[config.mk]
export PLATFORM = sky130hd
export DESIGN_NAME = alu_pipe
export DESIGN_NICKNAME = d
export VERILOG_FILES = /design/src/rtl/alu_pipe.sv
export SDC_FILE = /design/constraint.sdc
export NUM_CORES = 1
export LEC_CHECK = 0
export BUFFER_PORTS_ARGS = -buffer_cell sky130_fd_sc_hd__buf_2
export CAP_MARGIN = 5
export CORE_ASPECT_RATIO = 1.75
export CORE_MARGIN = 2
export CORE_UTILIZATION = 40
export DETAILED_ROUTE_END_ITERATION = 10
export RECOVER_POWER = 25
export SETUP_SLACK_MARGIN = 0.1
export SLEW_MARGIN = 20
export SYNTH_ARGS = -nofsm -noshare
export SYNTH_HDL_FRONTEND = slang
export SYNTH_SLANG_ARGS = --single-unit
[constraint.sdc]
create_clock -name clk -period 6.5 [get_ports clk]
set_clock_uncertainty 0.2 [all_clocks]
set_input_delay 0.325 -clock clk [delete_from_list [all_inputs] [get_ports clk]]
set_output_delay 0.325 -clock clk [all_outputs]
set_load 0.02 [all_outputs]
[src/rtl/alu_pipe.sv]
// alu_pipe: two-stage valid/ready ALU with tag sideband; define ALU_PIPE_FLAGS_EN to add flag_z/n/c/v outputs
module alu_pipe #(
  parameter int DATA_WIDTH = 32,
  parameter int TAG_WIDTH  = 4
) (
  input  logic                  clk,
  input  logic                  rst_n,
  input  logic                  in_valid,
  output logic                  in_ready,
  input  logic [2:0]            in_ctrl,
  input  logic [DATA_WIDTH-1:0] in0,
  input  logic [DATA_WIDTH-1:0] in1,
  input  logic [TAG_WIDTH-1:0]  in_tag,
  output logic                  out_valid,
  input  logic                  out_ready,
  output logic [DATA_WIDTH-1:0] out,
`ifdef ALU_PIPE_FLAGS_EN
  output logic                  flag_z,
  output logic                  flag_n,
  output logic                  flag_c,
  output logic                  flag_v,
`endif
  output logic [TAG_WIDTH-1:0]  out_tag
);
  localparam int M = DATA_WIDTH - 1;
  logic                  s1_v;
  logic [2:0]            s1_ctrl;
  logic [DATA_WIDTH-1:0] s1_a, s1_b, res;
  logic [TAG_WIDTH-1:0]  s1_tag;
  logic                  s2_adv;
  assign s2_adv   = out_ready || !out_valid;
  assign in_ready = !s1_v || s2_adv;
`ifdef ALU_PIPE_FLAGS_EN
  logic [DATA_WIDTH:0] sum_w, dif_w;
  logic                c_nxt, v_nxt;
  assign sum_w = {1'b0, s1_a} + {1'b0, s1_b};
  assign dif_w = {1'b0, s1_a} - {1'b0, s1_b};
  // carry/borrow-free and signed overflow only mean something for ADD and SUB
  always_comb begin
    c_nxt = s1_ctrl == 3'd0 ? sum_w[DATA_WIDTH] : s1_ctrl == 3'd1 ? !dif_w[DATA_WIDTH] : 1'b0;
    v_nxt = s1_ctrl == 3'd0 ? (s1_a[M] == s1_b[M]) && (sum_w[M] != s1_a[M]) :
            s1_ctrl == 3'd1 ? (s1_a[M] != s1_b[M]) && (dif_w[M] != s1_a[M]) : 1'b0;
  end
`else
  logic [DATA_WIDTH-1:0] sum_w, dif_w;
  assign sum_w = s1_a + s1_b;
  assign dif_w = s1_a - s1_b;
`endif
  // opcode decode of the S1 operation into the S2 result
  always_comb begin
    res = s1_a;
    case (s1_ctrl)
      3'd0: res = sum_w[M:0];
      3'd1: res = dif_w[M:0];
      3'd2: res = s1_a & s1_b;
      3'd3: res = s1_a | s1_b;
      3'd4: res = s1_a ^ s1_b;
      3'd5: res = {{M{1'b0}}, s1_a == s1_b};
      3'd6: res = {{M{1'b0}}, $signed(s1_a) < $signed(s1_b)};
      default: res = s1_a;
    endcase
  end
  // S1: take a new operation whenever the stage is free or draining into S2
  always_ff @(posedge clk or negedge rst_n) begin
    if (!rst_n) begin
      s1_v    <= 1'b0;
      s1_ctrl <= '0;
      s1_a    <= '0;
      s1_b    <= '0;
      s1_tag  <= '0;
    end else if (in_ready) begin
      s1_v <= in_valid;
      if (in_valid) begin
        s1_ctrl <= in_ctrl;
        s1_a    <= in0;
        s1_b    <= in1;
        s1_tag  <= in_tag;
      end
    end
  end
  // S2: results hold while the consumer stalls; empty stages keep stale data
  always_ff @(posedge clk or negedge rst_n) begin
    if (!rst_n) begin
      out_valid <= 1'b0;
      out       <= '0;
      out_tag   <= '0;
`ifdef ALU_PIPE_FLAGS_EN
      flag_z    <= 1'b0;
      flag_n    <= 1'b0;
      flag_c    <= 1'b0;
      flag_v    <= 1'b0;
`endif
    end else if (s2_adv) begin
      out_valid <= s1_v;
      if (s1_v) begin
        out     <= res;
        out_tag <= s1_tag;
`ifdef ALU_PIPE_FLAGS_EN
        flag_z  <= res == '0;
        flag_n  <= res[M];
        flag_c  <= c_nxt;
        flag_v  <= v_nxt;
`endif
      end
    end
  end
endmodule
* Yosys cells after proc, flatten, opt, wreduce, memory -nomap -nowiden
Cells that the tools add are included.
** Word-level totals
- Flip-flop bits (word level) :: 109
- Bits of input ports :: 75
** Cells by class
- $add $sub $neg :: 2
- Order comparisons :: 1
- Equality and inequality tests :: 7
- Mux-type cells :: 1
- Bitwise operators :: 3
- Reductions and logical operators :: 7
** Operator list (number)
- case mux 32 bit (7 select lines) :: 1
- adder 32 bit :: 1
- bitwise AND 32 bit :: 1
- equality test 32 bit :: 1
- less-than comparator 32 bit :: 1
- bitwise OR 32 bit :: 1
- subtractor 32 bit :: 1
- bitwise XOR 32 bit :: 1
- equality test 3 bit, second input constant :: 3
- equality test 3 x 2 -> 1 bit, second input constant :: 2
- AND reduction 2 bit :: 2
- equality test 3 x 1 -> 1 bit, second input constant :: 1
- logical NOT 3 bit :: 1
- logical NOT 1 bit :: 2
- logical OR 1 bit :: 2

* Logic depth before layout (Yosys ltp)
- Depth in word-level cells :: 4
- Mapped depth :: 12
- Depth with buffers taken out :: 12

* Worst setup path before layout
OpenSTA, ideal clock, no wires.
- Path type :: register to register
- Start point :: reg s1_a[4]
- End point :: reg out[19]
- Arrival :: 3.027 ns
- Data required time :: 6.174 ns
- Path slack :: 3.146 ns
- Cell stages (with the launch flop) :: 13
- Clock period less this slack :: 3.354 ns
- Cells stage by stage :: dfrtp_1 -> inv_1 -> ha_1 -> buf_6 -> inv_2 -> o41a_1 -> a2111oi_4 -> o31a_1 -> or4b_1 -> a21oi_1 -> a21oi_1 -> xnor2_1 -> a221o_1
** On the way
- Word-level cells in the longest chain between the ends :: 2
- Elaborated cells between the ends (all ways) :: 3
- Those cells by class :: add/sub (2); mux (1)
** Ends and longest elaborated chain
- from (decl) :: line 28 : logic [DATA_WIDTH-1:0] s1_a, s1_b, res;
- from (signal assigned) :: line 75 : s1_a <= in0;
- subtractor 32 bit or adder 32 bit (tied branches) :: line 47, 46
- case mux 32 bit (7 select lines) (*) :: line 52 : case (s1_ctrl)
- to (signal assigned) :: line 96 : out <= res;
- to (decl) :: line 16 : output logic [DATA_WIDTH-1:0] out,
Every way passes the cells marked *; elsewhere a longest branch is shown, timed or not.
A chain may end at the register's enable or synchronous reset.

* Worst setup path after layout
- Start point :: reg s1_a[0]
- End point :: reg out[26]
The elaborated chain is that of the path after synthesis.

==> summary.md <==
| Metric | Value |
|---|---|
| H-tree depth | `3` |
| Crit path DAT | `3950 ps` |
| Drt total wl | `33.5 mm` |
| Post-synthesis sequential area ratio | `28.2%` |
| DR DRC count | `0` |
| Clk root buf | `clkbuf_16` |
| Vias/cell | `5.86` |
| Max cap viols | `1` |
| Cell taking the most area after synthesis | `dfrtp_1` |
| Total power draw | `3.43 mW` |
| Syn Nets | `1366` |
| Clk_lat worst skew | `390 ps` |
| Gate Count Post-Synth | `1184` |
| CTS tree | `yes` |
| Diodes inserted | `0` |
| Leakage | `5.13 nW` |
| Die Height | `210 µm` |
| Clock transition at the registers of the reported paths | `80 ps` |
| Total GRT Usage | `26.9%` |
| WL/cell | `20.6 µm` |
| Min Tclk post-route | `3860 ps` |
| Count leader, synth | `a21oi_1` |
| Global-route wire length before repair | `52.7 mm` |
| Failing checks | `max-capacitance violations, max-slew violations` |
| Antenna Nets Post-Route | `0` |
| Total grt overflow | `0` |
| Hold Crit Class | `input port to flop` |
| RSZ-0062 raised after global routing | `no` |
| CTS buffer count | `9` |
| Core Area | `23900 µm²` |
| Clock Tree Buf Depth | `2` |
| Number of global-route vias before repair | `9768` |
| DR vias | `9542` |
| Worst-margin pin slew | `2810 ps` |
| Initial antenna violation count | `0` |
| Sink Count | `109` |
| Post-synth top cells | `a21oi_1 (137), dfrtp_1 (109), ha_1 (105)` |
| Largest cells by area after synthesis | `dfrtp_1 (28%), ha_1 (14%), mux2_2 (8.6%)` |
| Die X | `122 µm` |
| Ys flop type | `dfrtp_1` |
| Synth top area share | `28.2%` |
| Outcome | `finished with violations` |
| Slew Viols, Final | `49` |
| Port Buffers | `112` |
| Fraction of layout cells with a size suffix above 1 | `16.0%` |
| Critical Setup Path Class | `flop to flop` |
| Setup total negative slack | `0 ps` |
| Tcrit/Tclk final | `59.4%` |
| Synthesized flop and latch total | `109` |
| Syn Area/Cell | `8.18 µm²` |
| Max Freq | `259 MHz` |
| Synth-to-Final Area Change | `18.1%` |
| Slew margin rel. | `-87.5%` |
| Post-cts resize count | `0` |
| HPWL reported at the end of detailed placement | `23.9 mm` |
| Ports | `113` |
| Synth cell types | `67` |
| Fillers | `2422` |
| Hold violation total from the final report | `0` |
| Async SR Flop Fraction | `100%` |
| FP Rows | `75` |
| RD Place Congestion | `1.01` |
| Startpoint Class | `flop` |
| Power per cell area | `300 nW/µm²` |
| Footprint of the multi-input gates | `6300 µm²` |
| Starting Density | `40.5%` |
| Number of flops mapped to enable cells by yosys | `0` |
| Critical path required time | `6590 ps` |
| Crit path capture type | `flop` |
| Die area | `25500 µm²` |
| Worst-path maximum fanout | `4` |
| Largest net degree at the start of global routing | `72` |
| Netlist Area Pre-Place | `9680 µm²` |
| Hold Slack | `5.86 ps` |
| Final setup violation count | `0` |
| Initial DRC count | `564` |
| Yosys warns | `0` |
| FF/Latch Area | `2730 µm²` |
| Final #Nets | `1498` |
| VDD IR max | `179 µV` |
| Pre-Repair DR Iteration Count | `5` |
-- metrics by stage --
step	worst slack, ps	area [µm²]	util, %	std cells
after detailed placement	2750	10400	43.7	1542
after floorplan	3150	9680	-	1184
after global placement	2790	10400	43.7	1542
after CTS	2730	11500	47.9	1629
final	2640	11400	47.8	1629
after global routing	2210	11400	47.8	1629
-- cells in the final DEF (no fill, tap or decap), drive strengths merged, types with 8 or more instances in the layout --
master / count
a21oi: 137
dfrtp: 109
buf: 108
ha: 105
inv: 102
nor2: 93
nand2: 88
o21ai: 80
mux2: 74
dlygate4sd3: 71
nor3: 36
clkbuf: 26
o22ai: 22
a211oi: 18
o31ai: 16
nand3: 16
o211ai: 14
a21o: 14
xnor2: 13
nor4: 11
nor2b: 11
o21bai: 11
nand2b: 10
a221oi: 10
nand4: 9
a221o: 8
-- sequential cells by signal (all words and copies together), names as in the netlist --
signal and cells:
s1_ctrl 3, s1_a 32, out 32, s1_v 1
out_tag 4, s1_b 32, s1_tag 4, out_valid 1
-- logic make-up after synthesis --
| kind of cell | count (synthesis) | share of synthesized area (%) |
|---|---|---|
| flip-flops | 109 | 28.2 |
| XOR/XNOR | 15 | 1.36 |
| adder cells (fa/ha/maj) | 107 | 14.0 |
| buffers and inverters | 175 | 6.91 |
| AO/OA/AOI/OAI | 397 | 26.1 |
| multiplexers | 81 | 9.33 |
| AND/OR/NAND/NOR | 300 | 14.2 |
-- critical path, cell delays in order, from the launching register on --
cell and delay [ps]:
dfrtp_1 390, ha_1 230, inv_1 80, fa_1 400, nand2b_1 180, a211oi_1 530
nor3_1 190, o31a_1 360, nor3_1 500, a21oi_1 180, xnor2_1 180, nor3_1 60
nor4_1 290
-- timing repair --
item                                    in CTS  in global routing
hold buffers                                71                  0
endpoints found under the setup margin       0                  0
buffers inserted                             0                  0
hold endpoints to repair                   117                  0
-- final timing paths --
path,depth (start not counted),slack [ps],startpoint,end
hold reg to reg,2,270,s1_tag[3]$_DFFE_PN0P_,out_tag[3]$_DFFE_PN0P_
max in group asynchronous,3,2930,rst_n,s1_ctrl[1]$_DFFE_PN0P_
setup reg to reg,12,2640,s1_a[0]$_DFFE_PN0P_,out[26]$_DFFE_PN0P_
min in group asynchronous,2,1170,rst_n,s1_a[12]$_DFFE_PN0P_
hold / removal,2,6,in0[5],s1_a[5]$_DFFE_PN0P_
setup / recovery,12,2640,s1_a[0]$_DFFE_PN0P_,out[26]$_DFFE_PN0P_
-- power by group --
part           internal, mW  switching (mW)
sequential            0.826           0.130
clock                 0.304           0.291
combinational         0.680            1.20
-- cell type report --
class / instances / share of cell area, %
Clock inverter: 7 / 0.711
Inverter: 100 / 3.28
Clock buffer: 9 / 1.97
Sequential cell: 109 / 23.9
Tap cell: 308 / 3.37
Timing Repair Buffer: 196 / 11.8
Multi-Input combinational cell: 900 / 55.0
-- routing by layer --
metal  global-route usage (%)  vias to the layer above  wire [µm]
met5                        0                        -          0
met4                     17.5                        0       2060
met3                     2.99                      119       1310
met2                     49.7                      320      18000
met1                     28.0                     4603      12200
li1                         -                     4500          -
Note: power is estimated with default switching activity, not from simulation.
